==> config.mk <==
export PLATFORM = sky130hd
export DESIGN_NAME = count_enable_gen
export DESIGN_NICKNAME = d
export VERILOG_FILES = /design/src/rtl/count_pkg.sv /design/src/rtl/sync_debounce.sv /design/src/rtl/count_enable_gen.sv
export SDC_FILE = /design/constraint.sdc
export NUM_CORES = 1
export LEC_CHECK = 0
export ABC_AREA = 1
export BUFFER_PORTS_ARGS = -buffer_cell sky130_fd_sc_hd__buf_2
export CAP_MARGIN = 10
export CORE_MARGIN = 1.5
export CORE_UTILIZATION = 62
export CTS_BUF_LIST = sky130_fd_sc_hd__clkbuf_8
export DETAILED_ROUTE_END_ITERATION = 7
export HOLD_SLACK_MARGIN = 0.15
export PLACE_DENSITY_LB_ADDON = 0.25
export SLEW_MARGIN = 5
export SYNTH_ARGS = -nofsm -noshare
export SYNTH_HDL_FRONTEND = slang
export SYNTH_SLANG_ARGS = --single-unit
==> constraint.sdc <==
create_clock -name clock -period 1.6 [get_ports clock]
set_input_delay 0.24 -clock clock [delete_from_list [all_inputs] [get_ports clock]]
set_output_delay 0.24 -clock clock [all_outputs]
set_load 0.05 [all_outputs]
==> src/rtl/count_pkg.sv <==
// Shared types and default timing for the push-button enable generator.
// Defaults give an 18-cycle press latency and a 64/16-cycle auto-repeat.
package count_pkg;

  typedef enum logic [1:0] {
    IDLE,
    HELD_DELAY,
    HELD_REPEAT
  } eg_state_t;

  localparam int DEF_SYNC_STAGES     = 2;
  localparam int DEF_DEBOUNCE_CYCLES = 16;
  localparam int DEF_REPEAT_DELAY    = 64;
  localparam int DEF_REPEAT_PERIOD   = 16;
  localparam int DEF_CNT_W           = 8;

endpackage

==> src/rtl/sync_debounce.sv <==
// Synchronizer plus debounce filter for a raw push-button.
// 'pressed' is the registered debounced level; 'rise' flags the edge on which it will go 0->1.
module sync_debounce
  import count_pkg::*;
#(
  parameter int SYNC_STAGES     = DEF_SYNC_STAGES,
  parameter int DEBOUNCE_CYCLES = DEF_DEBOUNCE_CYCLES,
  parameter int CNT_W           = DEF_CNT_W
) (
  input  logic clock,
  input  logic reset,
  input  logic button,
  output logic pressed,
  output logic rise
);

  localparam logic [CNT_W-1:0] DB_LAST = CNT_W'(DEBOUNCE_CYCLES - 1);

  logic [SYNC_STAGES-1:0] sync_q;
  logic [CNT_W-1:0]       db_cnt;
  logic                   btn_s;
  logic                   db_done;

  always_ff @(posedge clock or negedge reset) begin
    if (!reset) begin
      sync_q <= '0;
    end else begin
      sync_q <= {sync_q[SYNC_STAGES-2:0], button};
    end
  end

  assign btn_s   = sync_q[SYNC_STAGES-1];
  assign db_done = (btn_s != pressed) && (db_cnt == DB_LAST);

  // Rise is combinational so the FSM can fire its pulse on the same edge pressed rises.
  assign rise = db_done && btn_s;

  always_ff @(posedge clock or negedge reset) begin
    if (!reset) begin
      pressed <= 1'b0;
      db_cnt  <= '0;
    end else if (btn_s != pressed) begin
      if (db_done) begin
        pressed <= btn_s;
        db_cnt  <= '0;
      end else begin
        db_cnt <= db_cnt + 1'b1;
      end
    end else begin
      db_cnt <= '0;
    end
  end

endmodule

==> src/rtl/count_enable_gen.sv <==
// Turns a bouncy push-button into single-cycle enable pulses for the 4-bit counter,
// one per debounced press plus optional auto-repeat while held.
module count_enable_gen
  import count_pkg::*;
#(
  parameter int SYNC_STAGES     = DEF_SYNC_STAGES,
  parameter int DEBOUNCE_CYCLES = DEF_DEBOUNCE_CYCLES,
  parameter int REPEAT_DELAY    = DEF_REPEAT_DELAY,
  parameter int REPEAT_PERIOD   = DEF_REPEAT_PERIOD,
  parameter int CNT_W           = DEF_CNT_W
) (
  input  logic clock,
  input  logic reset,
  input  logic button,
  input  logic repeat_en,
  output logic enable,
  output logic pressed
);

  localparam logic [CNT_W-1:0] DELAY_LAST  = CNT_W'(REPEAT_DELAY - 1);
  localparam logic [CNT_W-1:0] PERIOD_LAST = CNT_W'(REPEAT_PERIOD - 1);

  eg_state_t        state, state_nxt;
  logic [CNT_W-1:0] rpt_cnt, rpt_cnt_nxt;
  logic             enable_nxt;
  logic             rise;

  sync_debounce #(
    .SYNC_STAGES     (SYNC_STAGES),
    .DEBOUNCE_CYCLES (DEBOUNCE_CYCLES),
    .CNT_W           (CNT_W)
  ) u_sync_debounce (
    .clock   (clock),
    .reset   (reset),
    .button  (button),
    .pressed (pressed),
    .rise    (rise)
  );

  always_ff @(posedge clock or negedge reset) begin
    if (!reset) begin
      state   <= IDLE;
      rpt_cnt <= '0;
      enable  <= 1'b0;
    end else begin
      state   <= state_nxt;
      rpt_cnt <= rpt_cnt_nxt;
      enable  <= enable_nxt;
    end
  end

  // A release that coincides with a new rise (only possible with very short debounce)
  // is taken as a fresh press rather than dropped.
  always_comb begin
    state_nxt   = state;
    rpt_cnt_nxt = rpt_cnt;
    enable_nxt  = 1'b0;
    case (state)
      IDLE: begin
        if (rise) begin
          enable_nxt  = 1'b1;
          rpt_cnt_nxt = '0;
          state_nxt   = HELD_DELAY;
        end
      end
      HELD_DELAY: begin
        if (!pressed) begin
          rpt_cnt_nxt = '0;
          if (rise) begin
            enable_nxt = 1'b1;
          end else begin
            state_nxt = IDLE;
          end
        end else if (!repeat_en) begin
          rpt_cnt_nxt = '0;
        end else if (rpt_cnt == DELAY_LAST) begin
          enable_nxt  = 1'b1;
          rpt_cnt_nxt = '0;
          state_nxt   = HELD_REPEAT;
        end else begin
          rpt_cnt_nxt = rpt_cnt + 1'b1;
        end
      end
      HELD_REPEAT: begin
        if (!pressed) begin
          rpt_cnt_nxt = '0;
          if (rise) begin
            enable_nxt = 1'b1;
            state_nxt  = HELD_DELAY;
          end else begin
            state_nxt = IDLE;
          end
        end else if (!repeat_en) begin
          rpt_cnt_nxt = '0;
          state_nxt   = HELD_DELAY;
        end else if (rpt_cnt == PERIOD_LAST) begin
          enable_nxt  = 1'b1;
          rpt_cnt_nxt = '0;
        end else begin
          rpt_cnt_nxt = rpt_cnt + 1'b1;
        end
      end
      default: begin
        state_nxt   = IDLE;
        rpt_cnt_nxt = '0;
      end
    endcase
  end

endmodule

==> reports/results.md, run 1 <==
| Stage | Item | Value |
|---|---|---|
| floorplanning | Total number of placement rows | 16 |
| sta | Worst hold margin | 367.6 ps |
| floorplanning | Std-Cell Core Area | 1962 um2 |
| placement | Number of placed instances, taps included | 190 |
| setup path | Required @ worst endpoint | 1750 ps |
| setup path | Critical path cell sequence | ha_4, nand2_2, nor2_4, nand4_4, nand2_8, a21boi_4, nor2_1 |
| clock tree | H-tree levels | 1 |
| setup path | Register-to-Register Setup Slack | 90 ps |
| run | Max-cap violations | 0 |
| finish | Fraction of final layout cells with drive strength greater than 1 | 18.50% |
| logic synthesis | Cell area after synthesis | 1285 um2 |
| power and ir drop | Internal power contribution | 872.4 uW |
| power and ir drop | Total power draw | 1.283 mW |
| setup path | Reg2Reg Launch Point | u_sync_debounce.db_cnt[0] |
| power and ir drop | Worst vdd ir | 0.6605 mV |
| hold path | Hold EP | u_sync_debounce.sync_q[1] |
| detailed routing | DRT Wirelength | 2613 um |
| clock tree | Number of buffers inserted during clock tree synthesis | 3 |
| hold path | Beginning of the worst hold path | u_sync_debounce.sync_q[0] |
| detailed routing | Initial drt markers | 23 |
| detailed routing | Detail-routed net length per standard cell | 13.07 um |
| power and ir drop | Combinational power share | 26.8% |
| finish | Area Overhead vs Synth | 15.19% |
| floorplanning | Die Outline Area | 2355 um2 |
| setup path | Largest driver fanout on the critical path | 8 |
| global routing | Via count of the first global-routing pass | 1074 |
| logic synthesis | Post-synth top area cell | sky130_fd_sc_hd__dfrtp_1 |
| setup path | Delay of the slowest cell on the worst path | 400 ps |
| global routing | Aggregate global routing overflow | 0 |
| power and ir drop | Standby leakage power | 0.7098 nW |
| placement | Standard cell area after detailed placement | 1321 um2 |
| global routing | Antenna violations before repair | 0 |
| detailed routing | Detail Route Antenna Nets | 0 |
| sta | Total negative slack | 0 ps |
| finish | Count of placed standard cells in the final layout, fillers left out | 200 |
| global routing | Global-route total usage across every layer | 24.97% |
| power and ir drop | Clock group share of total power | 26.5% |
| finish | Count of antenna diodes in the layout | 0 |
| logic synthesis | Number of warnings reported in the yosys synthesis log | 0 |
| logic synthesis | Share of synthesized area occupied by flip-flops and latches | 42.84% |
| power and ir drop | Sw Share | 31.99% |
| floorplanning | Boundary pin count | 6 |
| logic synthesis | Share of the synthesized area in the top cell type | 42.84% |
| detailed routing | Via count of the routed design | 1106 |
| setup path | Data arrival at the endpoint of the critical path | 1660 ps |
| setup path | Sort of element at the end of the critical path | flop |
| clock tree | Clock net sink count | 22 |
| logic synthesis | Mean post-synth cell area | 8.031 um2 |
| power and ir drop | Sw power | 410.3 uW |
| placement | Detail Placement HPWL | 1781 um |
| logic synthesis | Post-Syn Nets | 170 |
| sta | Max Fclk | 661.8 MHz |
| finish | Total Nets Final | 185 |
| clock tree | Maximum clock path buffer count | 2 |
| setup path | Crit path launch type | flop |
| sta | Post-layout min period | 1511 ps |
| clock tree | Clock Pin Slew Worst Setup and Hold Paths | 80 ps |
| floorplanning | Width of the chip | 48.53 um |
| clock tree | TritonCTS clock tree | yes |
| power and ir drop | Flop pwr share | 46.7% |
| setup path | Start-to-end type of the worst setup path | reg2reg |
| logic synthesis | Top area cells in the synthesized netlist | sky130_fd_sc_hd__dfrtp_1 43%, sky130_fd_sc_hd__nand2_1 9.9%, sky130_fd_sc_hd__nand3_1 7.4%, sky130_fd_sc_hd__nor2_1 7.3%, sky130_fd_sc_hd__ha_1 5.8% |
| setup path | Capturing point of the worst reg2reg path | rpt_cnt[5] |
| setup path | Worst-case reg-to-reg path depth | 7 |
| detailed routing | Remaining design rule violation count | 0 |
| sta | Number of slew-limit violations in the final report | 0 |
| floorplanning | Floorplan die height | 48.53 um |
| sta | Skew final | 3.423 ps |
| hold path | Hold-critical path depth | 0 |
| global routing | Maximum number of pins on one net before global-route repair | 23 |
| logic synthesis | Flip-flop and latch count after synthesis | 22 |
| sta | Max-slew headroom | 67.88% |
| finish | # fillers | 154 |
| hold path | HP Class | reg2reg |
| detailed routing | Routed via count divided by cell count | 5.530 |
| sta | Unrepaired setup endpoints after global routing | true |
| logic synthesis | Post-synthesis instance total | 160 |
| detailed routing | Count of TritonRoute iterations in the first routing pass | 4 |
| finish | Final std cell area, no fill | 1480 um2 |
| floorplanning | Effective utilization at floorplan | 65.50% |
| clock tree | Worst-skew pair later-pin latency | 260 ps |
| placement | Final weighted congestion of routability-driven global placement | 0.8823 |
| power and ir drop | Power per standard cell area | 866.6 nW/um2 |
| status | Outcome | finished clean |
| global routing | Global-route wire length before repair | 4602 um |
| logic synthesis | Count of cell types in the netlist | 23 |
| placement | Count of buffers inserted at the top-level ports | 5 |
| sta | Final setup violation count | 0 |
| sta | Slew @ Worst Pin | 481.8 ps |
| clock tree | Library cell used as clock root buffer | sky130_fd_sc_hd__clkbuf_8 |
| sta | Final hold violation count | 0 |
| sta | Fin crit share | 94.44% |
| setup path | Cell type of the slowest stage on the worst timing path | sky130_fd_sc_hd__dfrtp_1 |
[power by group through the flow]
stage	registers [mW]	clock network, mW	logic, mW
global route	0.604	0.372	0.384
detailed placement	0.608	0	0.274
global placement	0.608	0	0.265
finish	0.599	0.340	0.344
CTS	0.597	0.348	0.279
floorplan	0.604	0	0.240
[flip-flops by register name, indices dropped and copies added (netlist names)]
signal / cells
enable: 1
u_sync_debounce.pressed: 1
state: 2
rpt_cnt: 8
u_sync_debounce.db_cnt: 8
u_sync_debounce.sync_q: 2
[per-stage QoR]
stage | utilization (%) | setup slack, ps
finish | 75.45 | 89.02
global route | 75.45 | -19.36
CTS | 70.73 | 18.87
detailed placement | 67.35 | 12.49
global placement | 67.35 | 106.1
floorplan | - | 54.51
[kinds of logic after synthesis]
kind of cell / share of synthesized area [%]
compound gates: 5.744
xor+xnor: 2.726
fa+ha+maj: 5.842
buf+inv: 7.303
flops: 42.84
simple gates: 35.54
[synth_stat cells, drive strengths merged]
cell type	number
nand4	6
nor3b	1
buf	2
nand3	19
ha	6
nor2	30
inv	19
a22oi	1
a21oi	5
o21ai	6
and3	1
xor2	4
a21boi	1
dfrtp	22
nand2	37
[layer usage]
| metal | GRT usage [%] | wire length (um) |
|---|---|---|
| met2 | 44.68 | 1333 |
| met1 | 29.59 | 1159 |
| met3 | 6.790 | 104 |
| met5 | 0 | 0 |
| met4 | 6.667 | 17 |
[layout by cell type (no fill, tap or decap)]
cell type	instances
sky130_fd_sc_hd__a21boi_4	1
sky130_fd_sc_hd__a21oi_1	5
sky130_fd_sc_hd__a22oi_1	1
sky130_fd_sc_hd__and3_1	1
sky130_fd_sc_hd__buf_2	5
sky130_fd_sc_hd__buf_4	4
sky130_fd_sc_hd__clkbuf_8	3
sky130_fd_sc_hd__dfrtp_1	21
sky130_fd_sc_hd__dfrtp_2	1
sky130_fd_sc_hd__dlygate4sd3_1	2
sky130_fd_sc_hd__ha_1	5
sky130_fd_sc_hd__ha_4	1
sky130_fd_sc_hd__inv_1	17
sky130_fd_sc_hd__inv_2	2
sky130_fd_sc_hd__nand2_1	32
sky130_fd_sc_hd__nand2_2	3
sky130_fd_sc_hd__nand2_4	2
sky130_fd_sc_hd__nand2_8	1
sky130_fd_sc_hd__nand3_1	18
sky130_fd_sc_hd__nand3_2	1
sky130_fd_sc_hd__nand4_1	5
sky130_fd_sc_hd__nand4_4	1
sky130_fd_sc_hd__nor2_1	24
sky130_fd_sc_hd__nor2_2	3
sky130_fd_sc_hd__nor2_4	2
sky130_fd_sc_hd__nor2_8	1
sky130_fd_sc_hd__nor3b_1	1
sky130_fd_sc_hd__o21ai_0	3
sky130_fd_sc_hd__o21ai_1	2
sky130_fd_sc_hd__o21ai_2	1
sky130_fd_sc_hd__xor2_1	4
[area by class of cell]
type / instances / area, um2 / share of cell area (%)
Clock buffer: 3 / 41.29 / 2.790
Timing Repair Buffer: 11 / 75.07 / 5.072
Inverter: 19 / 71.32 / 4.818
Tap cell: 27 / 33.78 / 2.282
Multi-Input combinational cell: 118 / 706.9 / 47.76
Sequential cell: 22 / 551.8 / 37.28
[timing repair]
| item | in CTS | in global routing |
|---|---|---|
| resized for setup | 1 | 11 |
| buffers inserted | 0 | 4 |
| hold buffers | 2 | 0 |
| gates cloned | 0 | 1 |
| endpoints found under the setup margin | 1 | 10 |
| pin swaps | 1 | 3 |
| endpoints found under the hold margin | 23 | 0 |
[how the worst max path moves through the flow]
| stage | cells past startpoint | slack [ps] | to | from |
|---|---|---|---|---|
| 2_1_floorplan | 8 | 50 | rpt_cnt[7] | u_sync_debounce.pressed |
| 3_3_place_gp | 7 | 110 | rpt_cnt[7] | u_sync_debounce.db_cnt[0] |
| 3_5_place_dp | 8 | 10 | rpt_cnt[5] | rpt_cnt[1] |
| 4_1_cts | 7 | 20 | rpt_cnt[5] | u_sync_debounce.db_cnt[0] |
| 5_1_grt | 8 | -20 | state[0] | u_sync_debounce.db_cnt[1] |
| 6_report | 7 | 90 | rpt_cnt[5] | u_sync_debounce.db_cnt[0] |
[worst max-delay path: cells and delay by family, from the launching register on]
kind | cells | cell delay [ps]
adder cells (fa/ha/maj) | 1 | 160
flip-flops | 1 | 400
AND/OR/NAND/NOR | 5 | 610
AO/OA/AOI/OAI | 1 | 240
No activity file was read; power rests on OpenSTA's default activity.
==> inputs of run 2 (changes only) <==
--- a/config.mk
+++ b/config.mk
@@ -9,7 +9,7 @@
 export BUFFER_PORTS_ARGS = -buffer_cell sky130_fd_sc_hd__buf_2
 export CAP_MARGIN = 10
 export CORE_MARGIN = 1.5
-export CORE_UTILIZATION = 62
+export CORE_UTILIZATION = 56
 export CTS_BUF_LIST = sky130_fd_sc_hd__clkbuf_8
 export DETAILED_ROUTE_END_ITERATION = 7
 export HOLD_SLACK_MARGIN = 0.15
==> constraint.sdc (replaced) <==
create_clock -name clock -period 1.3 [get_ports clock]
set_input_delay 0.195 -clock clock [delete_from_list [all_inputs] [get_ports clock]]
set_output_delay 0.195 -clock clock [all_outputs]
set_load 0.05 [all_outputs]
==> run 2 against run 1 <==
The flow now finishes with violations (setup timing). Worst setup slack got worse by 440 ps. Non-clock buffer count increased by 31. Highest routed layer unchanged. Total power increased by 47%. Critical path type unchanged. Combinational power increased by 88%.
==> reports/results.md, run 2 (same netlist as run 1, synthesis figures left out) <==
| Stage | Item | Value |
|---|---|---|
| setup path | Data arrival at the endpoint of the critical path | 1860 ps |
| detailed routing | Detail Route Antenna Nets | 0 |
| setup path | Largest driver fanout on the critical path | 4 |
| finish | Most common cell after layout, fill and taps aside | sky130_fd_sc_hd__buf_4 |
| finish | Final std cell area, no fill | 1804 um2 |
| clock tree | Clock Pin Slew Worst Setup and Hold Paths | 80 ps |
| placement | Detail Placement HPWL | 2107 um |
| sta | PnR worst setup slack | -352.7 ps |
| setup path | Required @ worst endpoint | 1510 ps |
| finish | Count of antenna diodes in the layout | 0 |
| placement | Setup Slack @ Placement | -218.2 ps |
| hold path | HP Class | reg2reg |
| setup path | Crit path launch type | flop |
| detailed routing | Detail-routed net length per standard cell | 16.82 um |
| sta | Fin crit share | 127.1% |
| sta | Skew final | 3.700 ps |
| sta | Post-layout min period | 1653 ps |
| power and ir drop | Internal power contribution | 1.263 mW |
| floorplanning | Die Outline Area | 2591 um2 |
| finish | Largest registers | rpt_cnt x8, u_sync_debounce.db_cnt x8 |
| finish | Count of placed standard cells in the final layout, fillers left out | 232 |
| floorplanning | Effective utilization at floorplan | 58.65% |
| global routing | Antenna violations before repair | 0 |
| global routing | Via count of the first global-routing pass | 1203 |
| sta | Final hold violation count | 0 |
| finish | Total Nets Final | 215 |
| setup path | Delay of the slowest cell on the worst path | 440 ps |
| finish | Fraction of final layout cells with drive strength greater than 1 | 40.69% |
| setup path | Buf+Inv Stages, Crit Path | 1 |
| clock tree | H-tree levels | 1 |
| floorplanning | Std-Cell Core Area | 2191 um2 |
| power and ir drop | Standby leakage power | 0.8780 nW |
| setup path | Start-to-end type of the worst setup path | reg2reg |
| sta | Unrepaired setup endpoints after global routing | true |
| clock tree | Number of buffers inserted during clock tree synthesis | 3 |
| placement | Number of placed instances, taps included | 218 |
| status | Violated checks | setup timing |
| floorplanning | Width of the chip | 50.90 um |
| status | Outcome | finished with violations |
| global routing | Global-route total usage across every layer | 28.18% |
| placement | Final weighted congestion of routability-driven global placement | 0.8039 |
| power and ir drop | Combinational power share | 34.3% |
| global routing | Global-route wire length before repair | 5340 um |
| sta | Max Fclk | 605.1 MHz |
| floorplanning | Boundary pin count | 6 |
| sta | Max-slew headroom | 66.81% |
| clock tree | TritonCTS clock tree | yes |
| finish | Post-layout util | 82.35% |
| placement | Standard cell area after detailed placement | 1526 um2 |
| setup path | Critical path cell sequence | inv_1, ha_2, nand2_1, nor2_2, nand2_1, o21ai_2, nand4_1, nand2_1 |
| setup path | Sort of element at the end of the critical path | flop |
| finish | Commonest cells after routing, fill and taps aside | 31 x sky130_fd_sc_hd__buf_4, 28 x sky130_fd_sc_hd__nand2_1, 21 x sky130_fd_sc_hd__dfrtp_1, 19 x sky130_fd_sc_hd__nor2_1, 16 x sky130_fd_sc_hd__inv_1 |
| detailed routing | Routed via count divided by cell count | 5.694 |
| clock tree | Clock net sink count | 22 |
| power and ir drop | Sw power | 628.8 uW |
| global routing | Maximum number of pins on one net before global-route repair | 23 |
| sta | Slew @ Worst Pin | 497.8 ps |
| finish | Area Overhead vs Synth | 40.41% |
| setup path | Cell type of the slowest stage on the worst timing path | sky130_fd_sc_hd__dfrtp_1 |
| power and ir drop | Power per standard cell area | 1048 nW/um2 |
| sta | Final setup violation count | 19 |
| setup path | Library cell appearing most often on the critical path | sky130_fd_sc_hd__nand2_1 |
| power and ir drop | Flop pwr share | 39.1% |
| power and ir drop | Sw Share | 33.25% |
| power and ir drop | Worst vdd ir | 1.087 mV |
| setup path | Worst path top cell family by delay | simple AND/OR/NAND/NOR gates |
| floorplanning | Floorplan die height | 50.90 um |
| detailed routing | Remaining design rule violation count | 0 |
| power and ir drop | Clock group share of total power | 26.7% |
| detailed routing | Initial drt markers | 44 |
| clock tree | Maximum clock path buffer count | 2 |
| detailed routing | DRT Wirelength | 3902 um |
| placement | Count of buffers inserted at the top-level ports | 5 |
| detailed routing | Via count of the routed design | 1321 |
| detailed routing | Count of TritonRoute iterations in the first routing pass | 4 |
| global routing | Aggregate global routing overflow | 0 |
| clock tree | Library cell used as clock root buffer | sky130_fd_sc_hd__clkbuf_8 |
| run | Max-cap violations | 0 |
| floorplanning | Total number of placement rows | 17 |
| sta | Number of slew-limit violations in the final report | 0 |
| clock tree | Worst-skew pair later-pin latency | 270 ps |
-- run 2: changes by cell type in the layout (fill, tap and decap cells not counted), moves of 3 or more --
cell | before | now
sky130_fd_sc_hd__buf_4 | 4 | 31
sky130_fd_sc_hd__nor2_2 | 3 | 6
sky130_fd_sc_hd__ha_2 | 0 | 3
sky130_fd_sc_hd__buf_6 | 0 | 4
sky130_fd_sc_hd__nand2_1 | 32 | 28
sky130_fd_sc_hd__nand3_1 | 18 | 15
sky130_fd_sc_hd__nor2_1 | 24 | 19
-- run 2: layout make-up --
type,instances,area [um2]
Multi-Input combinational cell,117,768.2
Inverter,19,71.32
Timing Repair Buffer,42,322.8
Tap cell,28,35.03
Clock buffer,4,55.05
Fill cell,132,386.6
Sequential cell,22,551.8
-- run 2: timing repair --
item	CTS	global route
hold buffers	2	0
buffers inserted	4	5
pin swaps	13	10
endpoints found under the setup margin	17	21
hold endpoints to repair	23	0
resized for setup	20	20
-- run 2: power groups by stage --
stage	registers, mW	clock network, mW	logic [mW]
global route	0.743	0.525	0.681
global placement	0.748	0	0.437
finish	0.739	0.505	0.648
detailed placement	0.752	0	0.457
CTS	0.736	0.498	0.551
floorplan	0.743	0	0.291
-- run 2: path summary, 6_finish.rpt --
path / from / end / slack [ps] / cells after the start
max in group asynchronous: reset / u_sync_debounce.pressed / 510 / 2
min in group asynchronous: reset / state[0] / 420 / 2
hold reg to reg: u_sync_debounce.sync_q[0] / u_sync_debounce.sync_q[1] / 360 / 0
setup / recovery: state[1] / rpt_cnt[1] / -350 / 8
hold / removal: u_sync_debounce.sync_q[0] / u_sync_debounce.sync_q[1] / 360 / 0
setup reg to reg: state[1] / rpt_cnt[1] / -350 / 8
-- run 2: per-layer routing --
metal	vias to the layer above	track usage, %	share of wire (%)
met5	-	0	0
met4	0	13.51	4.6
met3	18	1.754	4.0
met2	54	51.08	55
met1	641	33.72	37
li1	608	-	-
-- run 2: worst reg2reg max path: cells and delay by family (launching register included) --
family                     cells  cell delay (ps)
and+or+nand+nor                5              690
DFF                            1              440
adders and majority gates      1              190
AOI/OAI and AO/OA              1              160
buffers and inverters          1              110
-- run 2: per-stage QoR --
step	hold slack (ps)	setup TNS [ps]	total power [mW]
2_1_floorplan	-100.6	-785.5	1.034
3_5_place_dp	178.8	-2390	1.208
3_3_place_gp	172.1	-1394	1.185
6_report	360.5	-3430	1.891
5_1_grt	373.6	-4217	1.949
4_1_cts	362.5	-1360	1.785
